$ cat src/rtl/mmio_uart_tx.sv
// Memory-mapped 8N1 UART transmitter with a one-byte holding register.
// Registers: TXDATA (0x0), STATUS (0x4), BAUD_DIV (0x8), CTRL (0xC).
module mmio_uart_tx #(
    parameter logic [31:0] BASE_ADDR   = 32'hFFFF_0000,
    parameter logic [15:0] DEFAULT_DIV = 16'd868
) (
    input  logic        clk_100M,
    input  logic        rst_n,
    input  logic        clk_en,
    input  logic        wr_en,
    input  logic [31:0] mem_addr,
    input  logic [31:0] w_data,
    output logic [31:0] r_data,
    output logic        sel,
    output logic        tx,
    output logic        irq
);
    typedef enum logic [1:0] {StIdle, StStart, StData, StStop} state_e;

    state_e      state_q, state_d;
    logic [15:0] cnt_q, cnt_d;
    logic [2:0]  bit_idx_q, bit_idx_d;
    logic [7:0]  shift_q, shift_d;
    logic [7:0]  hold_q, hold_d;
    logic        hold_full_q, hold_full_d;
    logic        overrun_q, overrun_d;
    logic [15:0] div_q, div_d;
    logic        irq_en_q, irq_en_d;
    logic        tx_q, tx_d;
    logic        irq_q;
    logic [31:0] r_data_q, r_data_d;

    logic [3:0]  offset;
    logic        wr_tx, wr_div, wr_ctrl, rd_status;
    logic        bit_end, load;
    logic        unused_wdata;

    assign sel       = (mem_addr[31:4] == BASE_ADDR[31:4]);
    assign offset    = mem_addr[3:0];
    assign wr_tx     = sel & wr_en & (offset == 4'h0);
    assign wr_div    = sel & wr_en & (offset == 4'h8);
    assign wr_ctrl   = sel & wr_en & (offset == 4'hC);
    assign rd_status = sel & ~wr_en & (offset == 4'h4);
    assign bit_end   = (cnt_q == 16'd0);
    // Holding register moves to the shifter when idle or as the stop bit ends.
    assign load      = hold_full_q & ((state_q == StIdle) | ((state_q == StStop) & bit_end));
    assign unused_wdata = ^w_data[31:16];

    always_comb begin
        state_d   = state_q;
        cnt_d     = cnt_q;
        bit_idx_d = bit_idx_q;
        shift_d   = shift_q;
        unique case (state_q)
            StIdle: ;
            StStart: begin
                if (bit_end) begin
                    state_d   = StData;
                    bit_idx_d = 3'd0;
                    cnt_d     = div_q - 16'd1;
                end else begin
                    cnt_d = cnt_q - 16'd1;
                end
            end
            StData: begin
                if (bit_end) begin
                    cnt_d = div_q - 16'd1;
                    if (bit_idx_q == 3'd7) begin
                        state_d = StStop;
                    end else begin
                        bit_idx_d = bit_idx_q + 3'd1;
                    end
                end else begin
                    cnt_d = cnt_q - 16'd1;
                end
            end
            StStop: begin
                if (bit_end) begin
                    state_d = StIdle;
                end else begin
                    cnt_d = cnt_q - 16'd1;
                end
            end
            default: state_d = StIdle;
        endcase
        if (load) begin
            shift_d = hold_q;
            state_d = StStart;
            cnt_d   = div_q - 16'd1;
        end
    end

    always_comb begin
        case (state_d)
            StStart: tx_d = 1'b0;
            StData:  tx_d = shift_d[bit_idx_d];
            default: tx_d = 1'b1;
        endcase
    end

    always_comb begin
        hold_d      = hold_q;
        hold_full_d = hold_full_q;
        overrun_d   = overrun_q;
        div_d       = div_q;
        irq_en_d    = irq_en_q;
        if (load) begin
            hold_full_d = 1'b0;
        end
        if (wr_tx) begin
            if (!hold_full_q || load) begin
                hold_d      = w_data[7:0];
                hold_full_d = 1'b1;
            end else begin
                overrun_d = 1'b1;
            end
        end
        if (rd_status) begin
            overrun_d = 1'b0;
        end
        if (wr_div) begin
            div_d = (w_data[15:0] == 16'd0) ? 16'd1 : w_data[15:0];
        end
        if (wr_ctrl) begin
            irq_en_d = w_data[0];
        end
    end

    always_comb begin
        r_data_d = 32'd0;
        if (sel) begin
            case (offset)
                4'h4:    r_data_d = {28'd0, overrun_q, ~hold_full_q, hold_full_q,
                                     state_q != StIdle};
                4'h8:    r_data_d = {16'd0, div_q};
                4'hC:    r_data_d = {31'd0, irq_en_q};
                default: r_data_d = 32'd0;
            endcase
        end
    end

    always_ff @(posedge clk_100M) begin
        if (!rst_n) begin
            state_q     <= StIdle;
            cnt_q       <= 16'd0;
            bit_idx_q   <= 3'd0;
            shift_q     <= 8'd0;
            hold_q      <= 8'd0;
            hold_full_q <= 1'b0;
            overrun_q   <= 1'b0;
            div_q       <= DEFAULT_DIV;
            irq_en_q    <= 1'b0;
            tx_q        <= 1'b1;
            irq_q       <= 1'b0;
            r_data_q    <= 32'd0;
        end else if (clk_en) begin
            state_q     <= state_d;
            cnt_q       <= cnt_d;
            bit_idx_q   <= bit_idx_d;
            shift_q     <= shift_d;
            hold_q      <= hold_d;
            hold_full_q <= hold_full_d;
            overrun_q   <= overrun_d;
            div_q       <= div_d;
            irq_en_q    <= irq_en_d;
            tx_q        <= tx_d;
            irq_q       <= irq_en_q & ~hold_full_q;
            r_data_q    <= r_data_d;
        end
    end

    assign tx     = tx_q;
    assign irq    = irq_q;
    assign r_data = r_data_q;

endmodule

$ cat config.mk
export PLATFORM = sky130hd
export DESIGN_NAME = mmio_uart_tx
export DESIGN_NICKNAME = d
export VERILOG_FILES = /design/src/rtl/mmio_uart_tx.sv
export SDC_FILE = /design/constraint.sdc
export NUM_CORES = 1
export LEC_CHECK = 0
export BUFFER_PORTS_ARGS = -buffer_cell sky130_fd_sc_hd__buf_2
export CAP_MARGIN = 20
export CORE_MARGIN = 3
export CORE_UTILIZATION = 40
export DETAILED_ROUTE_END_ITERATION = 16
export GPL_ROUTABILITY_DRIVEN = 0
export PLACE_DENSITY = 0.64
export SYNTH_ARGS = -nofsm -noshare
export SYNTH_HDL_FRONTEND = slang
export SYNTH_SLANG_ARGS = --single-unit
$ cat constraint.sdc
create_clock -name clk_100M -period 2.9 [get_ports clk_100M]
set_clock_uncertainty 0.15 [all_clocks]
set_input_delay 0.145 -clock clk_100M [delete_from_list [all_inputs] [get_ports clk_100M]]
set_output_delay 0.145 -clock clk_100M [all_outputs]
set_load 0.02 [all_outputs]
==> out/qor.yml, run 1 <==
status:
  outcome: "finished with violations"
  violations: "negative setup slack"
sta:
  rsz0062_at_grt: "true"
  fin_crit_sh_pct: 102
  max_freq_ghz: 0.338
  drv_slew: 0
  hold_viol_final: 0
  fin_setup_tns_ns: -0.0591
  layout_setup_ws_ns: -0.0591
  post-route-min-period_ns: 2.96
  tightest_slew_ns: 0.662
  slew_headroom_pct: 55.8
  whs_ns: 0.0488
  setup_violations: 1
detailed_routing:
  wl_met2_mm: 5.41
  vias: 4194
  met3_length_um: 583
  drt_iter0_drc: 231
  route.top_layer_used: "met4"
  m1WireLength_mm: 5.28
  wl_per_cell_um: 14.9
  wirelength_mm: 11.4
  postRouteAntennaNets: 0
  post-route-drc-count: 0
  drt_first_pass_iters: 5
  viasPerCell: 5.48
clock_tree:
  clk_path_buf_depth: 2
  clk_latency_ns: 0.34
  cts_made_buffers: 9
  clk_pin_slew_ns: 0.08
  h-tree-depth: 3
  clock-root-buffer: "clkbuf_8"
  cts_tree: "yes"
  cts_sinks: 74
synthesis:
  yosysUniqueCellTypes: 61
  yosysTopAreaCellShare_pct: 36.0
  synth_compound_area_share_pct: 18.4
  synthesis.instances: 517
  synth_area_leaders: "dfxtp_1, mux2i_1, nor2_1"
  syn_area_per_cell_um2: 7.96
  synthFlopType: "dfxtp_1"
  yosys.area_share.simple_pct: 24.9
  synth_fa_ha_area_share_pct: 2.43
  ys_ff_latch: 74
  yosysTopAreaCell: "dfxtp_1"
  ys_warn_count: 0
  synth_xor_xnor_area_share_pct: 2.55
  synth.area.mux_share_pct: 8.76
  async_flop_share_pct: 0
  synth_top_family_by_area: "simple AND/OR/NAND/NOR gates"
  ys_seq_area_share_pct: 36.0
  netlist_area_um2: 4120
  synth_edf_count: 0
pwr:
  seqPwrFrac_pct: 32.8
  p_total_mw: 3.35
  switching_power_mw: 1.23
  pwr-share-comb_pct: 42.6
  clockPowerShare_pct: 24.5
  pwr_density_cell_nw_per_um2: 641
  swShare_pct: 36.8
  peakVddDrop_mv: 0.320
  leakage_nw: 2.03
  internal_power_mw: 2.12
cells_and_area:
  fin_area_um2: 5230
  fin_util_pct: 52.8
  final_common_cell: "dfxtp_1"
  layout.nets: 703
  layout.cells.non_filler: 765
  drive_above_1_share_pct: 24.1
  most-common-layout-cells: "dfxtp_1, buf_2, nor2_1"
  n_antenna_cell: 0
  area_growth_syn_to_layout_pct: 27.2
placement:
  placed_area_um2: 4710
  pre_cts_slack_ns: -0.0678
  portBuffers: 70
  dpl.hpwl_mm: 8.03
  dp.cells: 725
grt:
  grt_pass1_wl_mm: 18.1
  grt_max_degree: 64
  grt_antenna_before_repair: 0
  grt_use_total_pct: 19.4
  grt_pass1_vias: 3797
  grt-ovfl-total: 0
worst_hold_path:
  hold_class: "in2reg"
setup_path:
  cp-start-kind: "flip-flop"
  end_kind: "flip-flop"
  required_ns: 2.96
  crit_type: "reg2reg"
  path_max_fanout: 5
  crit_arrival_ns: 3.02
die:
  ios: 103
  design.die.area_um2: 11500
  die_w_um: 107
  die_h_um: 107
  initial_utilization_pct: 41.5
  num_rows: 36
  core_um2: 9910
run:
  cap_violations: 0
registers in the layout, summed over array words and instances (netlist names):
register,flops
div_q,16
irq,1
tx,1
cnt_q,16
irq_en_q,1
hold_full_q,1
bit_idx_q,3
hold_q,8
r_data,16
shift_q,8
overrun_q,1
state_q,2
critical path, stage by stage, from the launching register on:
cell	delay [ns]
dfxtp_2	0.33
inv_2	0.06
ha_4	0.13
or4b_4	0.48
or4_4	0.57
buf_8	0.16
a21oi_4	0.18
o21ai_4	0.09
mux4_2	0.46
nand3_2	0.08
a41oi_2	0.12
cell usage after synthesis (10+ instances only):
| cell type | number |
|---|---|
| o21ai_0 | 21 |
| nand4_1 | 11 |
| dfxtp_1 | 74 |
| nor4_1 | 13 |
| nor2_1 | 69 |
| nand2_1 | 66 |
| nor3_1 | 10 |
| clkbuf_1 | 21 |
| a21oi_1 | 41 |
| nand3_1 | 13 |
| buf_4 | 16 |
| mux2i_1 | 29 |
| inv_1 | 12 |
final timing paths:
path | startpoint | cells past startpoint | end | slack (ns)
max | cnt_q[1]$_SDFFE_PN0P_ | 10 | tx$_SDFFE_PN1P_ | -0.06
min | rst_n | 2 | cnt_q[14]$_SDFFE_PN0P_ | 0.05
max reg2reg | cnt_q[1]$_SDFFE_PN0P_ | 10 | tx$_SDFFE_PN1P_ | -0.06
min reg2reg | shift_q[3]$_SDFFE_PN0P_ | 2 | shift_q[3]$_SDFFE_PN0P_ | 0.31
cells by family after synthesis:
family	after synthesis
other	1
buffers and inverters	56
multiplexers	33
AO/OA/AOI/OAI	117
adder cells (fa/ha/maj)	8
AND/OR/NAND/NOR	216
XOR/XNOR	12
flip-flops	74
per-layer routing:
metal	vias up	GRT usage [%]
met5	-	0
met4	0	5.59
met3	11	3.06
met2	128	33.0
met1	1996	25.6
li1	2059	-
power by group through the flow:
stage	combinational, mW	clock, mW	sequential, mW
final	1.43	0.822	1.10
after global routing	1.56	0.876	1.11
after CTS	1.33	0.836	1.10
after detailed placement	1.23	0	1.12
after global placement	1.20	0	1.12
after floorplan	0.820	0	1.11
timing repair:
item                                    4_1_cts  5_1_grt
endpoints found under the hold margin        24        0
pin swaps                                     1       15
gates cloned                                  1        0
setup buffers                                 0        2
gates resized for setup                       7       15
hold buffers                                 21        0
endpoints found under the setup margin        4       12
area by class of cell:
cell class / count / area [um^2]
clock inverters: 4 / 51.3
fillers: 979 / 4680
clock buffers: 12 / 145
inverters: 14 / 52.6
well taps: 133 / 166
multi-input cells: 402 / 2510
flip-flops and latches: 74 / 1480
repair buffers: 126 / 828
No activity file was read; power rests on OpenSTA's default activity.
==> run 2, diff against run 1 <==
- GPL_TIMING_DRIVEN: unset -> 0
- MAX_ROUTING_LAYER: unset -> met4
==> out/qor.yml, run 2 (synthesis gave the netlist of run 1 again) <==
status:
  outcome: "finished with violations"  # unchanged
  violations: "negative setup slack"  # unchanged
setup_path:
  crit_arrival_ns: 3.10  # was 3.02 ns
  crit_start: "cnt_q[1]$_SDFFE_PN0P_"  # unchanged
  timing.rr.start: "cnt_q[1]$_SDFFE_PN0P_"  # unchanged
  crit_family: "simple AND/OR/NAND/NOR gates"  # unchanged
  crit_buf_inv: 2  # unchanged
  crit_chain: "inv_2, ha_4, or4b_4, or4_4, bufbuf_16, a21oi_4, o22ai_2, or3_1, a31oi_1, a41oi_1"  # was inv_2, ha_4, or4b_4, or4_4, buf_8, a21oi_4, o21ai_4, mux4_2, nand3_2, a41oi_2
  crit_path_top_delay_cell: "or4_4"  # unchanged
  end_kind: "flip-flop"  # unchanged
  critPathMaxStageDelay_ns: 0.54  # was 0.57 ns
  crit_type: "reg2reg"  # unchanged
  cp-start-kind: "flip-flop"  # unchanged
  regToRegSetupSlack_ns: -0.14  # was -0.06 ns
  path_max_fanout: 5  # unchanged
  required_ns: 2.96  # about the same
sta:
  hold_viol_final: 0  # unchanged
  setup_violations: 1  # unchanged
  post-route-min-period_ns: 3.04  # was 2.96 ns
  whs_ns: 0.0517  # was 0.0488 ns
  layout_setup_ws_ns: -0.145  # was -0.0591 ns
  slew_headroom_pct: 59.5  # was 55.8%
  rsz0062_at_grt: "true"  # unchanged
  drv_slew: 0  # unchanged
  fin_crit_sh_pct: 105  # was 102%
  max_freq_ghz: 0.328  # was 0.338 GHz
  tightest_slew_ns: 0.608  # was 0.662 ns
  fin_setup_tns_ns: -0.145  # was -0.0591 ns
cells_and_area:
  multiInputGateArea_um2: 2590  # was 2510 um^2
  area_growth_syn_to_layout_pct: 30.6  # was 27.2%
  fill_cells: 941  # was 979
  fin_util_pct: 54.2  # was 52.8%
  most-common-layout-cells: "dfxtp_1, buf_2, nor2_1"  # unchanged
  layout.nets: 714  # was 703
  drive_above_1_share_pct: 25.3  # was 24.1%
  seqCellArea_um2: 1480  # unchanged
  n_antenna_cell: 0  # unchanged
  final_common_cell: "dfxtp_1"  # unchanged
pwr:
  peakVddDrop_mv: 0.379  # was 0.320 mV
  p_total_mw: 3.60  # was 3.35 mW
  pwr_density_cell_nw_per_um2: 669  # was 641 nW/um^2
  leakage_nw: 2.11  # was 2.03 nW
worst_hold_path:
  hold_class: "in2reg"  # unchanged
  hold_path_startpoint: "wr_en"  # was rst_n
run:
  cap_violations: 0  # unchanged
clock_tree:
  cts_made_buffers: 9  # unchanged
  clk_pin_slew_ns: 0.08  # about the same
  clk_path_buf_depth: 2  # unchanged
  h-tree-depth: 3  # unchanged
  clock-root-buffer: "clkbuf_8"  # unchanged
  clk_latency_ns: 0.34  # about the same
  cts_sinks: 74  # unchanged
  cts_tree: "yes"  # unchanged
detailed_routing:
  wirelength_mm: 12.6  # was 11.4 mm
  drt_first_pass_iters: 5  # unchanged
  post-route-drc-count: 0  # unchanged
  wl_per_cell_um: 16.2  # was 14.9 um
  drt_iter0_drc: 264  # was 231
  vias: 4253  # was 4194
  postRouteAntennaNets: 0  # unchanged
  viasPerCell: 5.48  # about the same
die:
  design.die.area_um2: 11500  # unchanged
  num_rows: 36  # unchanged
  ios: 103  # unchanged
  die_h_um: 107  # unchanged
  core_um2: 9910  # unchanged
  initial_utilization_pct: 41.5  # unchanged
  die_w_um: 107  # unchanged
grt:
  top_usage_layer: "met2"  # unchanged
  grt_pass1_vias: 4152  # was 3797
  grtUsageMet2_pct: 36.3  # was 33.0%
  grt_pass1_wl_mm: 20.4  # was 18.1 mm
  grt_use_total_pct: 22.6  # was 19.4%
  met1_usage_pct: 29.0  # was 25.6%
  grt-ovfl-total: 0  # unchanged
  grt_max_degree: 13  # was 64
  globalRouteMet3Util_pct: 3.48  # was 3.06%
  grt_antenna_before_repair: 0  # unchanged
placement:
  pre_cts_slack_ns: -0.504  # was -0.0678 ns
  dpl.hpwl_mm: 8.85  # was 8.03 mm
  portBuffers: 70  # unchanged
## run 2: changes by cell type in the layout (fill, tap and decap cells not counted), moves of 3 or more
cell	previous run	this run
buf_6	0	3
dlygate4sd3_1	21	16
buf_4	33	26
clkbuf_1	2	15
## run 2: worst paths after layout
check        cells past startpoint                       to
max                             10          tx$_SDFFE_PN1P_
min                              3   overrun_q$_SDFFE_PN0P_
max reg2reg                     10          tx$_SDFFE_PN1P_
min reg2reg                      2  shift_q[2]$_SDFFE_PN0P_
## run 2: layout make-up
| type | instances | share of cell area (%) |
|---|---|---|
| Buffer | 41 | 5.12 |
| Clock buffer | 11 | 2.63 |
| Clock inverter | 5 | 1.00 |
| Inverter | 14 | 0.978 |
| Multi-Input combinational cell | 402 | 48.2 |
| Sequential cell | 74 | 27.6 |
| Tap cell | 133 | 3.10 |
| Timing Repair Buffer | 96 | 11.4 |
## run 2: worst min-delay path, stage by stage
cell and delay [ns]:
buf_2 0.13, nor3_1 0.07, nor3_1 0.14
## run 2: power breakdown
part	internal (mW)	switching, mW	total [mW]
combinational	0.787	0.892	1.68
clock	0.419	0.392	0.811
sequential	1.06	0.0512	1.11
## run 2: per-layer routing
layer,part of all wire [%],vias up
met5,0,-
met4,2.2,0
met3,6.6,30
met2,47,177
met1,45,1977
li1,-,2069
## run 2: stage by stage
stage	cells	cell area (um^2)
after floorplan	532	4170
final	776	5380
after global routing	776	5380
after global placement	735	4690
after CTS	776	5280
after detailed placement	735	4690
## run 2: repair_timing
| action | in CTS | in global routing |
|---|---|---|
| gates cloned | 1 | 0 |
| pin swaps | 11 | 5 |
| hold buffers | 16 | 0 |
| buffers inserted | 8 | 1 |
| resized for setup | 35 | 23 |
| endpoints found under the setup margin | 35 | 37 |
| endpoints found under the hold margin | 24 | 0 |
==> run 3, diff against run 2 <==
- MAX_ROUTING_LAYER: met4 -> unset
- RECOVER_POWER: unset -> 100
==> out/qor.yml, run 3 (synthesis gave the netlist of run 1 again) <==
status:
  outcome: "finished with violations"  # unchanged
  violations: "negative setup slack"  # unchanged
placement:
  placed_area_um2: 4690  # unchanged
  dpl.hpwl_mm: 8.85  # unchanged
  dp.cells: 735  # unchanged
  portBuffers: 70  # unchanged
sta:
  post-route-min-period_ns: 3.04  # about the same
  slew_headroom_pct: 46.4  # was 59.5%
  rsz0062_at_grt: "true"  # unchanged
  max_freq_ghz: 0.329  # was 0.328 GHz
  layout_setup_ws_ns: -0.141  # was -0.145 ns
  drv_slew: 0  # unchanged
  hold_viol_final: 0  # unchanged
  setup_violations: 1  # unchanged
  tightest_slew_ns: 0.797  # was 0.608 ns
  fin_crit_sh_pct: 105  # about the same
detailed_routing:
  vias: 4249  # was 4253
  wl_met2_mm: 5.83  # was 5.87 mm
  drt_first_pass_iters: 5  # unchanged
  wirelength_mm: 12.5  # was 12.6 mm
  m1WireLength_mm: 5.54  # was 5.61 mm
  route.top_layer_used: "met4"  # unchanged
  wl_per_cell_um: 16.1  # was 16.2 um
  post-route-drc-count: 0  # unchanged
  viasPerCell: 5.48  # about the same
  postRouteAntennaNets: 0  # unchanged
  met3_length_um: 866  # was 832 um
  drt_iter0_drc: 270  # was 264
die:
  die_h_um: 107  # unchanged
  design.die.area_um2: 11500  # unchanged
  ios: 103  # unchanged
  core_um2: 9910  # unchanged
  die_w_um: 107  # unchanged
  initial_utilization_pct: 41.5  # unchanged
  num_rows: 36  # unchanged
clock_tree:
  clk_pin_slew_ns: 0.08  # about the same
  cts_made_buffers: 9  # unchanged
  cts_sinks: 74  # unchanged
  cts_tree: "yes"  # unchanged
  clk_path_buf_depth: 2  # unchanged
  h-tree-depth: 3  # unchanged
  clk_latency_ns: 0.35  # was 0.34 ns
  clock-root-buffer: "clkbuf_8"  # unchanged
pwr:
  leakage_nw: 2.02  # was 2.11 nW
  pwr_density_cell_nw_per_um2: 673  # was 669 nW/um^2
  peakVddDrop_mv: 0.381  # was 0.379 mV
setup_path:
  worstSetupPathDepth: 10  # unchanged
  path_max_fanout: 5  # unchanged
  r2r-end: "tx$_SDFFE_PN1P_"  # unchanged
  timing.rr.start: "cnt_q[1]$_SDFFE_PN0P_"  # unchanged
  crit_arrival_ns: 3.10  # about the same
  critPathMaxStageDelay_ns: 0.54  # about the same
  crit_chain: "inv_2, ha_4, or4b_4, or4_4, bufbuf_16, a21oi_4, o22ai_2, or3_1, a31oi_1, a41oi_1"  # unchanged
  crit_family: "simple AND/OR/NAND/NOR gates"  # unchanged
  crit_buf_inv: 2  # unchanged
  crit_start: "cnt_q[1]$_SDFFE_PN0P_"  # unchanged
  cp-start-kind: "flip-flop"  # unchanged
  crit_path_top_delay_cell: "or4_4"  # unchanged
  required_ns: 2.96  # about the same
  r2r_cells: 10  # unchanged
  end_kind: "flip-flop"  # unchanged
  crit_type: "reg2reg"  # unchanged
  regToRegSetupSlack_ns: -0.14  # about the same
cells_and_area:
  final_common_cell: "dfxtp_1"  # unchanged
  most-common-layout-cells: "dfxtp_1, nor2_1, nand2_1"  # was dfxtp_1, buf_2, nor2_1
  area_growth_syn_to_layout_pct: 29.8  # was 30.6%
  seqCellArea_um2: 1480  # unchanged
  multiInputGateArea_um2: 2580  # was 2590 um^2
  fill_cells: 949  # was 941
  fin_area_um2: 5340  # was 5380 um^2
  layout.cells.non_filler: 776  # unchanged
  n_antenna_cell: 0  # unchanged
  layout.nets: 714  # unchanged
  drive_above_1_share_pct: 21.9  # was 25.3%
worst_hold_path:
  min_path_cells: 3  # unchanged
  hold_class: "in2reg"  # unchanged
  hold_path_startpoint: "rst_n"  # was wr_en
  min_to: "cnt_q[7]$_SDFFE_PN0P_"  # was overrun_q$_SDFFE_PN0P_
run:
  cap_violations: 0  # unchanged
grt:
  grt_pass1_vias: 4161  # was 4152
  grt_use_total_pct: 21.9  # was 22.6%
  grt_max_degree: 13  # unchanged
  grt-ovfl-total: 0  # unchanged
  grt_antenna_before_repair: 0  # unchanged
  grt_pass1_wl_mm: 20.3  # was 20.4 mm
==> run 3: cell count changes in the layout (fill, tap and decap cells not counted), sizes merged <==
| cell | previous run | this run |
|---|---|---|
| buf | 103 | 82 |
| clkbuf | 28 | 49 |
==> run 3: power by group <==
part	switching (mW)	internal (mW)	leakage, nW
Clock	0.397	0.419	0.103
Combinational	0.888	0.786	1.32
Sequential	0.0505	1.06	0.599
Total	1.34	2.26	2.02
==> run 3: routing by layer <==
metal | vias up | track usage [%]
met2 | 186 | 36.3
met1 | 1967 | 28.8
met3 | 26 | 3.36
met4 | 0 | 8.57
met5 | - | 0
li1 | 2070 | -
==> run 3: timing repair <==
action,4_1_cts,5_1_grt
hold buffers,16,0
cloned,1,0
pin swaps,11,5
setup buffers,8,1
gates resized for setup,35,23
endpoints found under the setup margin,35,37
endpoints found under the hold margin,24,0
==> run 3: per-stage QoR <==
step / utilization [%] / power, mW / TNS, ns / hold WS (ns) / setup slack, ns
after floorplan: - / 1.93 / 0 / 0.123 / 0.0167
after global placement: 47.3 / 2.21 / -13.48 / 0.233 / -0.476
after detailed placement: 47.3 / 2.23 / -14.43 / 0.237 / -0.504
after CTS: 53.2 / 3.47 / -0.483 / 0.0543 / -0.105
after global routing: 53.9 / 3.78 / -0.551 / 0.0720 / -0.144
final: 53.9 / 3.60 / -0.141 / 0.0552 / -0.141
==> run 3: worst min-delay path: stages <==
cell	delay, ns
buf_2	0.11
inv_2	0.17
a221oi_1	0.07
==> run 3: worst max-delay path by stage <==
stage                                        to  slack (ns)
after floorplan                 tx$_SDFFE_PN1P_        0.02
after global placement    cnt_q[9]$_SDFFE_PN0P_       -0.48
after detailed placement  cnt_q[9]$_SDFFE_PN0P_       -0.50
after CTS                       tx$_SDFFE_PN1P_       -0.11
after global routing            tx$_SDFFE_PN1P_       -0.14
final                           tx$_SDFFE_PN1P_       -0.14
==> run 3: layout make-up <==
class | count | area share, %
clock buffers | 11 | 2.65
repair buffers | 96 | 10.9
clock inverters | 5 | 1.01
flip-flops and latches | 74 | 27.8
well taps | 133 | 3.11
multi-input cells | 402 | 48.4
plain buffers | 41 | 5.15
inverters | 14 | 0.984
